<file path="config.mk">
export PLATFORM = sky130hd
export DESIGN_NAME = cordic_div_flat
export DESIGN_NICKNAME = d
export VERILOG_FILES = /design/src/rtl/cordic_pkg.sv /design/src/rtl/cordic_div_if.sv /design/src/rtl/cordic_lin_stage.sv /design/src/rtl/cordic_div.sv /design/src/flat_wrapper.sv
export SDC_FILE = /design/constraint.sdc
export NUM_CORES = 1
export LEC_CHECK = 0
export BUFFER_PORTS_ARGS = -buffer_cell sky130_fd_sc_hd__buf_4
export CAP_MARGIN = 10
export CORE_MARGIN = 4
export CORE_UTILIZATION = 63
export DETAILED_ROUTE_END_ITERATION = 10
export PLACE_DENSITY = 0.89
export SETUP_SLACK_MARGIN = 0.2
export SLEW_MARGIN = 40
export SYNTH_ARGS = -nofsm -noshare
export SYNTH_HDL_FRONTEND = slang
export SYNTH_SLANG_ARGS = --single-unit
</file>
<file path="constraint.sdc">
create_clock -name clk_i -period 5.8 [get_ports clk_i]
set_input_delay 1.45 -clock clk_i [delete_from_list [all_inputs] [get_ports clk_i]]
set_output_delay 1.45 -clock clk_i [all_outputs]
set_load 0.02 [all_outputs]
</file>
<file path="src/rtl/cordic_pkg.sv">
// Shared CORDIC types and width helpers for the linear-mode divider and multiplier.
package cordic_pkg;

  typedef enum logic [1:0] {
    IDLE = 2'd0,
    ITER = 2'd1,
    CORR = 2'd2,
    DONE = 2'd3
  } cordic_div_state_t;

  // y holds a<<WIDTH minus b*z with headroom for the largest first rotation.
  function automatic int y_width(input int w);
    return 3 * w + 2;
  endfunction

  function automatic int z_width(input int w);
    return 2 * w + 2;
  endfunction

  function automatic int iter_count(input int w);
    return 2 * w;
  endfunction

endpackage

</file>
<file path="src/rtl/cordic_div_if.sv">
// Operand/result handshake bundle for cordic_div; remainder_o exists only with CORDIC_DIV_REM_EN.
interface cordic_div_if #(
  parameter int WIDTH = 8
);

  logic                   in_valid_i;
  logic                   in_ready_o;
  logic [WIDTH-1:0]       a_i;
  logic [WIDTH-1:0]       b_i;
  logic                   out_valid_o;
  logic                   out_ready_i;
  logic [2*WIDTH-1:0]     quotient_o;
  logic                   div0_o;
`ifdef CORDIC_DIV_REM_EN
  logic [WIDTH-1:0]       remainder_o;
`endif

  modport slave (
    input  in_valid_i, a_i, b_i, out_ready_i,
    output in_ready_o, out_valid_o, quotient_o, div0_o
`ifdef CORDIC_DIV_REM_EN
    , output remainder_o
`endif
  );

  modport master (
    output in_valid_i, a_i, b_i, out_ready_i,
    input  in_ready_o, out_valid_o, quotient_o, div0_o
`ifdef CORDIC_DIV_REM_EN
    , input remainder_o
`endif
  );

endinterface

</file>
<file path="src/rtl/cordic_lin_stage.sv">
// One combinational linear-mode CORDIC micro-rotation (vectoring or rotation), no state.
module cordic_lin_stage #(
  parameter int YW = 26,
  parameter int ZW = 18,
  parameter int SW = 4
) (
  input  logic signed [YW-1:0] x,
  input  logic signed [YW-1:0] y,
  input  logic signed [ZW-1:0] z,
  input  logic        [SW-1:0] shift,
  input  logic                 rot_mode,
  output logic signed [YW-1:0] y_nxt,
  output logic signed [ZW-1:0] z_nxt
);

  logic                 add_x;
  logic signed [YW-1:0] x_sh;
  logic signed [ZW-1:0] unit;
  logic signed [ZW-1:0] unit_sh;

  // Vectoring steers y toward zero; rotation steers z toward zero.
  assign add_x   = rot_mode ? ~z[ZW-1] : y[YW-1];
  assign x_sh    = x <<< shift;
  assign unit    = {{(ZW-1){1'b0}}, 1'b1};
  assign unit_sh = unit <<< shift;

  always_comb begin
    y_nxt = y;
    z_nxt = z;
    if (add_x) begin
      y_nxt = y + x_sh;
      z_nxt = z - unit_sh;
    end else begin
      y_nxt = y - x_sh;
      z_nxt = z + unit_sh;
    end
  end

endmodule

</file>
<file path="src/rtl/cordic_div.sv">
// Iterative CORDIC divider, quotient Q(W.W) truncated; 2*WIDTH+1 cycles (1 on b=0), result held until out_ready_i.
// Optional remainder_o output with CORDIC_DIV_REM_EN; one operation in flight, accepts only when idle.
module cordic_div
  import cordic_pkg::*;
#(
  parameter int WIDTH = 8
) (
  input  logic        clk_i,
  input  logic        aresetn_i,
  cordic_div_if.slave bus
);

  localparam int YW = y_width(WIDTH);
  localparam int ZW = z_width(WIDTH);
  localparam int N  = iter_count(WIDTH);
  localparam int SW = $clog2(N);
  localparam int QW = 2 * WIDTH;

  localparam logic [1:0] ST_IDLE = IDLE;
  localparam logic [1:0] ST_ITER = ITER;
  localparam logic [1:0] ST_CORR = CORR;
  localparam logic [1:0] ST_DONE = DONE;

  logic [1:0]           state;
  logic [WIDTH-1:0]     x_q;
  logic signed [YW-1:0] y_q;
  logic signed [ZW-1:0] z_q;
  logic [SW-1:0]        k_q;
  logic                 zero_div_q;

  logic signed [YW-1:0] x_ext;
  logic signed [YW-1:0] y_rot;
  logic signed [ZW-1:0] z_rot;
  logic [SW-1:0]        shift;
  logic                 y_neg;
  logic signed [ZW-1:0] z_fin;
  logic signed [YW-1:0] y_fin;

  assign x_ext = $signed({{(YW-WIDTH){1'b0}}, x_q});
  assign shift = SW'(N - 1) - k_q;
  assign y_neg = y_q[YW-1];

  cordic_lin_stage #(
    .YW(YW),
    .ZW(ZW),
    .SW(SW)
  ) u_stage (
    .x        (x_ext),
    .y        (y_q),
    .z        (z_q),
    .shift    (shift),
    .rot_mode (1'b0),
    .y_nxt    (y_rot),
    .z_nxt    (z_rot)
  );

  // Final non-restoring fix-up: a negative residue means z overshot by one.
  always_comb begin
    z_fin = z_q;
    y_fin = y_q;
    if (y_neg) begin
      z_fin = z_q - ZW'(1);
`ifdef CORDIC_DIV_REM_EN
      y_fin = y_q + x_ext;
`endif
    end
  end

  assign bus.in_ready_o  = (state == ST_IDLE);
  assign bus.out_valid_o = (state == ST_DONE);

  always_ff @(posedge clk_i or negedge aresetn_i) begin
    if (!aresetn_i) begin
      state          <= ST_IDLE;
      x_q            <= '0;
      y_q            <= '0;
      z_q            <= '0;
      k_q            <= '0;
      zero_div_q     <= 1'b0;
      bus.quotient_o <= '0;
      bus.div0_o     <= 1'b0;
`ifdef CORDIC_DIV_REM_EN
      bus.remainder_o <= '0;
`endif
    end else begin
      case (state)
        ST_IDLE: begin
          if (bus.in_valid_i) begin
            x_q <= bus.b_i;
            y_q <= YW'({bus.a_i, {WIDTH{1'b0}}});
            z_q <= '0;
            k_q <= '0;
            if (bus.b_i == '0) begin
              // Divide-by-zero still spends the CORR cycle so its result lands one cycle after accept.
              zero_div_q     <= 1'b1;
              bus.quotient_o <= '1;
              bus.div0_o     <= 1'b1;
`ifdef CORDIC_DIV_REM_EN
              bus.remainder_o <= '0;
`endif
              state <= ST_CORR;
            end else begin
              zero_div_q <= 1'b0;
              state      <= ST_ITER;
            end
          end
        end
        ST_ITER: begin
          y_q <= y_rot;
          z_q <= z_rot;
          k_q <= k_q + 1'b1;
          if (k_q == SW'(N - 1)) begin
            state <= ST_CORR;
          end
        end
        ST_CORR: begin
          if (!zero_div_q) begin
            z_q            <= z_fin;
            y_q            <= y_fin;
            bus.quotient_o <= QW'(z_fin);
            bus.div0_o     <= 1'b0;
`ifdef CORDIC_DIV_REM_EN
            bus.remainder_o <= WIDTH'(y_fin);
`endif
          end
          state <= ST_DONE;
        end
        ST_DONE: begin
          if (bus.out_ready_i) begin
            state <= ST_IDLE;
          end
        end
        default: state <= ST_IDLE;
      endcase
    end
  end

endmodule

</file>
<file path="src/flat_wrapper.sv">
// flat-port wrapper written by rule: the top's interface ports become plain ports
module cordic_div_flat import cordic_pkg::*;
#(
  parameter int WIDTH = 8
)
  (clk_i, aresetn_i, bus_in_valid_i, bus_a_i, bus_b_i, bus_out_ready_i, bus_in_ready_o, bus_out_valid_o, bus_quotient_o, bus_div0_o);
  cordic_div_if #(.WIDTH(WIDTH)) bus_i ();
  input  logic clk_i;
  input  logic aresetn_i;
  input wire logic [$bits(bus_i.in_valid_i)-1:0] bus_in_valid_i;
  input wire logic [$bits(bus_i.a_i)-1:0] bus_a_i;
  input wire logic [$bits(bus_i.b_i)-1:0] bus_b_i;
  input wire logic [$bits(bus_i.out_ready_i)-1:0] bus_out_ready_i;
  output wire logic [$bits(bus_i.in_ready_o)-1:0] bus_in_ready_o;
  output wire logic [$bits(bus_i.out_valid_o)-1:0] bus_out_valid_o;
  output wire logic [$bits(bus_i.quotient_o)-1:0] bus_quotient_o;
  output wire logic [$bits(bus_i.div0_o)-1:0] bus_div0_o;
  assign bus_i.in_valid_i = bus_in_valid_i;
  assign bus_i.a_i = bus_a_i;
  assign bus_i.b_i = bus_b_i;
  assign bus_i.out_ready_i = bus_out_ready_i;
  assign bus_in_ready_o = bus_i.in_ready_o;
  assign bus_out_valid_o = bus_i.out_valid_o;
  assign bus_quotient_o = bus_i.quotient_o;
  assign bus_div0_o = bus_i.div0_o;
  cordic_div #(.WIDTH(WIDTH)) u_core (.clk_i(clk_i), .aresetn_i(aresetn_i), .bus(bus_i));
endmodule
</file>
==> results.cfg <==
[setup_path]
cp_data_required_time_ns = 6.01
cp_max_fo = 16
r2r_start = u_core.k_q[1]
reg2reg_to = u_core.y_fin[25]
rr_worst_depth = 17
end_kind = register
endpoint = u_core.y_fin[25]
worstSetupStartpoint = u_core.k_q[1]
worst_ep_arrival_time_ns = 5.30
r2r_slack_ns = 0.70
setup.worst_path.class = reg -> reg
start_kind = register

[global_route]
grtUsageMet1 = 0.3623
grt_pass1_wl_um = 31130
grt_use_total = 0.2896
grt_remaining_overflow = 0
grt_max_degree = 75
grt_antenna_before_repair = 0
top_usage_layer = met2
first_global_vias = 6473
grtUsageMet3 = 0.04368
grtUsageMet2 = 0.5014

[floorplan]
initial_core_util = 0.6546
dieArea_um2 = 13180
coreArea_um2 = 10980
die_h_um = 114.8
die_width_um = 114.8
boundaryPins = 39
num_rows = 38

[logic_synthesis]
synthTopCellsByArea = dfrtp_1 26%, ha_1 9.7%, o21ai_0 5.7%
ys_types = 76
synth-seq-cells = 74
netlist_instances = 893
synth_top_area_frac = 0.2576
synthArstFlopShare = 1.000
synthesis.area_um2 = 7189
synth_edf_count = 0
yosysWarnings = 0
yosys.area.top_type = dfrtp_1
synth_nets = 971
ys.flop_type = dfrtp_1
syn_area_per_cell_um2 = 8.051
synth-seq-area-share = 0.2576
synth_most_common_cell = nand2_1
synth_common_cells = 102 x nand2_1, 91 x nor2_1, 82 x o21ai_0

[place]
placed_cell_area_um2 = 7550
place.gp.congestion = 0.9437
hpwl_um = 13400
port_buffers = 38

[timing]
post-route-period-util = 0.8786
drv_slew = 0
setup-tns-final_ns = 0
rsz0062_at_grt = no
setup_viol = 0
fin_crit_ns = 5.096
max_slew.worst_pin.slew_ns = 0.7426
hold_viol_final = 0
max_freq_mhz = 196.2
clock_skew_ns = 0.007557
slew_headroom = 0.5037

[route]
dr.pass1.iters = 5
drt_iter0_drc = 591
drtAntennaViolNets = 0
routedWlPerCell_um = 17.54
drc = 0
drt_wl_total_um = 18470
routed_via_density = 6.421
via_count = 6761

[layout]
multiInputGateArea_um2 = 5042
drive_gt1_frac = 0.1205
utilization = 0.7134
antenna_cells = 0
finalNetCount = 986
area_delta_synth_final_pct = 8.980
regArea_um2 = 1854
final_area_um2 = 7835
fillers = 896

[power_and_ir_drop]
vdd_drop_max_uv = 348.3
combinationalPowerShare = 0.716
seqPwrFrac = 0.178
p_int_w = 0.002496
p_sw_w = 0.002549
power_density_nw_per_um2 = 643.9
leakage_nw = 3.429
power_frac_clock = 0.106
swShare = 0.5052

[clock_network]
clockRootBuffer = clkbuf_16
numCtsBuffers = 9
clock-sinks = 74
clock_latency_ns = 0.35
path_clk_slew_ns = 0.06
cts_max_level = 3
tritoncts = built
cts_buffer_depth = 2

[run]
cap_viol_max_count = 0

[worst_hold_path]
hp-class = reg -> reg
hold_depth = 2

[run_status]
outcome = completed
==> metrics by stage <==
step / setup WS, ns / total power, W / hold slack [ns] / cells
after floorplan: 1.571 / 0.003649 / 0.4551 / 893
after global placement: 0.8476 / 0.004339 / 0.4702 / 1037
after detailed placement: 0.6570 / 0.004413 / 0.4813 / 1037
after CTS: 0.6178 / 0.004989 / 0.4939 / 1053
after global routing: 0.3766 / 0.005472 / 0.5053 / 1053
final: 0.7040 / 0.005045 / 0.4882 / 1053
==> what timing repair did <==
action                                  4_1_cts  5_1_grt
setup buffers                                 0        0
endpoints found under the setup margin        0        1
gates resized for setup                       0        1
hold buffers                                  0        0
==> power by group through the flow <==
stage	clock network (W)	logic [W]	registers, W
final	0.000535	0.00361	0.000900
after global routing	0.000566	0.00398	0.000925
after CTS	0.000544	0.00355	0.000891
after detailed placement	0	0.00351	0.000900
after global placement	0	0.00344	0.000895
after floorplan	0	0.00280	0.000851
==> cells by family (layout without fill, tap and decap cells) <==
family	count (synthesis)	in the layout	synth area share
AO/OA/AOI/OAI	280	280	0.2424
buffers and inverters	74	94	0.04281
XOR/XNOR	64	64	0.07797
AND/OR/NAND/NOR	297	297	0.1960
flip-flops	74	74	0.2576
adder cells (fa/ha/maj)	58	58	0.1030
multiplexers	46	46	0.08023
==> layer usage <==
layer	wire length, um	part of all wire	vias to the layer above
met4	549	0.030	0
met2	9133	0.49	253
met1	7638	0.41	3206
met5	0	0	-
li1	-	-	3258
met3	1143	0.062	44
==> critical path: stages (launching register included) <==
cell and delay [ns]:
dfrtp_2 0.55, buf_4 0.24, mux2_2 0.37, mux2i_1 0.40, nor2_1 0.16, a2111oi_4 0.44
nand3_2 0.22, nor4_2 0.45, nor2_1 0.09, xor2_1 0.18, ha_1 0.37, and3_1 0.23
nor4bb_1 0.40, a211o_1 0.19, nand2_1 0.08, o21ai_0 0.28, mux2i_1 0.24, o2bb2ai_1 0.07
==> registers in the layout, indices dropped and copies added (netlist names) <==
signal and flops:
u_core.bus.div0_o 1, u_core.bus.quotient_o 16, u_core.k_q 4, u_core.state 2, u_core.x_q 8, u_core.y_fin 26
u_core.z_q 16, u_core.zero_div_q 1
==> layout make-up <==
cell class | instances | share of cell area
Multi-Input combinational cell | 745 | 0.6436
Sequential cell | 74 | 0.2367
Timing Repair Buffer | 49 | 0.04743
Clock buffer | 12 | 0.03274
Tap cell | 140 | 0.02236
Inverter | 29 | 0.01389
Clock inverter | 4 | 0.003354
==> worst min-delay path by stage <==
stage | end | slack [ns] | startpoint
floorplan | u_core.y_fin[6] | 0.46 | u_core.y_fin[6]
global placement | u_core.y_fin[2] | 0.47 | u_core.y_fin[2]
detailed placement | u_core.y_fin[16] | 0.48 | u_core.y_fin[16]
CTS | u_core.y_fin[16] | 0.49 | u_core.y_fin[16]
global route | u_core.y_fin[5] | 0.51 | u_core.y_fin[5]
finish | u_core.y_fin[16] | 0.49 | u_core.y_fin[16]
==> layout by cell type, fill, tap and decap left out, drive strengths merged, types with 6 or more instances in the layout <==
cell / Yosys / routed
xor2: 31 / 31
nand2: 103 / 103
o21ai: 83 / 83
nand2b: 9 / 9
nand3: 10 / 10
mux4: 6 / 6
o22ai: 10 / 10
nor2: 92 / 92
a31oi: 18 / 18
mux2i: 23 / 23
nor4: 8 / 8
ha: 56 / 56
xnor2: 33 / 33
a22oi: 10 / 10
a21oi: 79 / 79
or2: 7 / 7
a211oi: 12 / 12
mux2: 17 / 17
clkbuf: 33 / 12
buf: 12 / 49
nor3: 18 / 18
dfrtp: 74 / 74
inv: 29 / 29
a21o: 11 / 11
o21a: 6 / 6
nor2b: 14 / 14
or3: 8 / 8
nor3b: 6 / 6
Power figures use the tool's default switching activity.
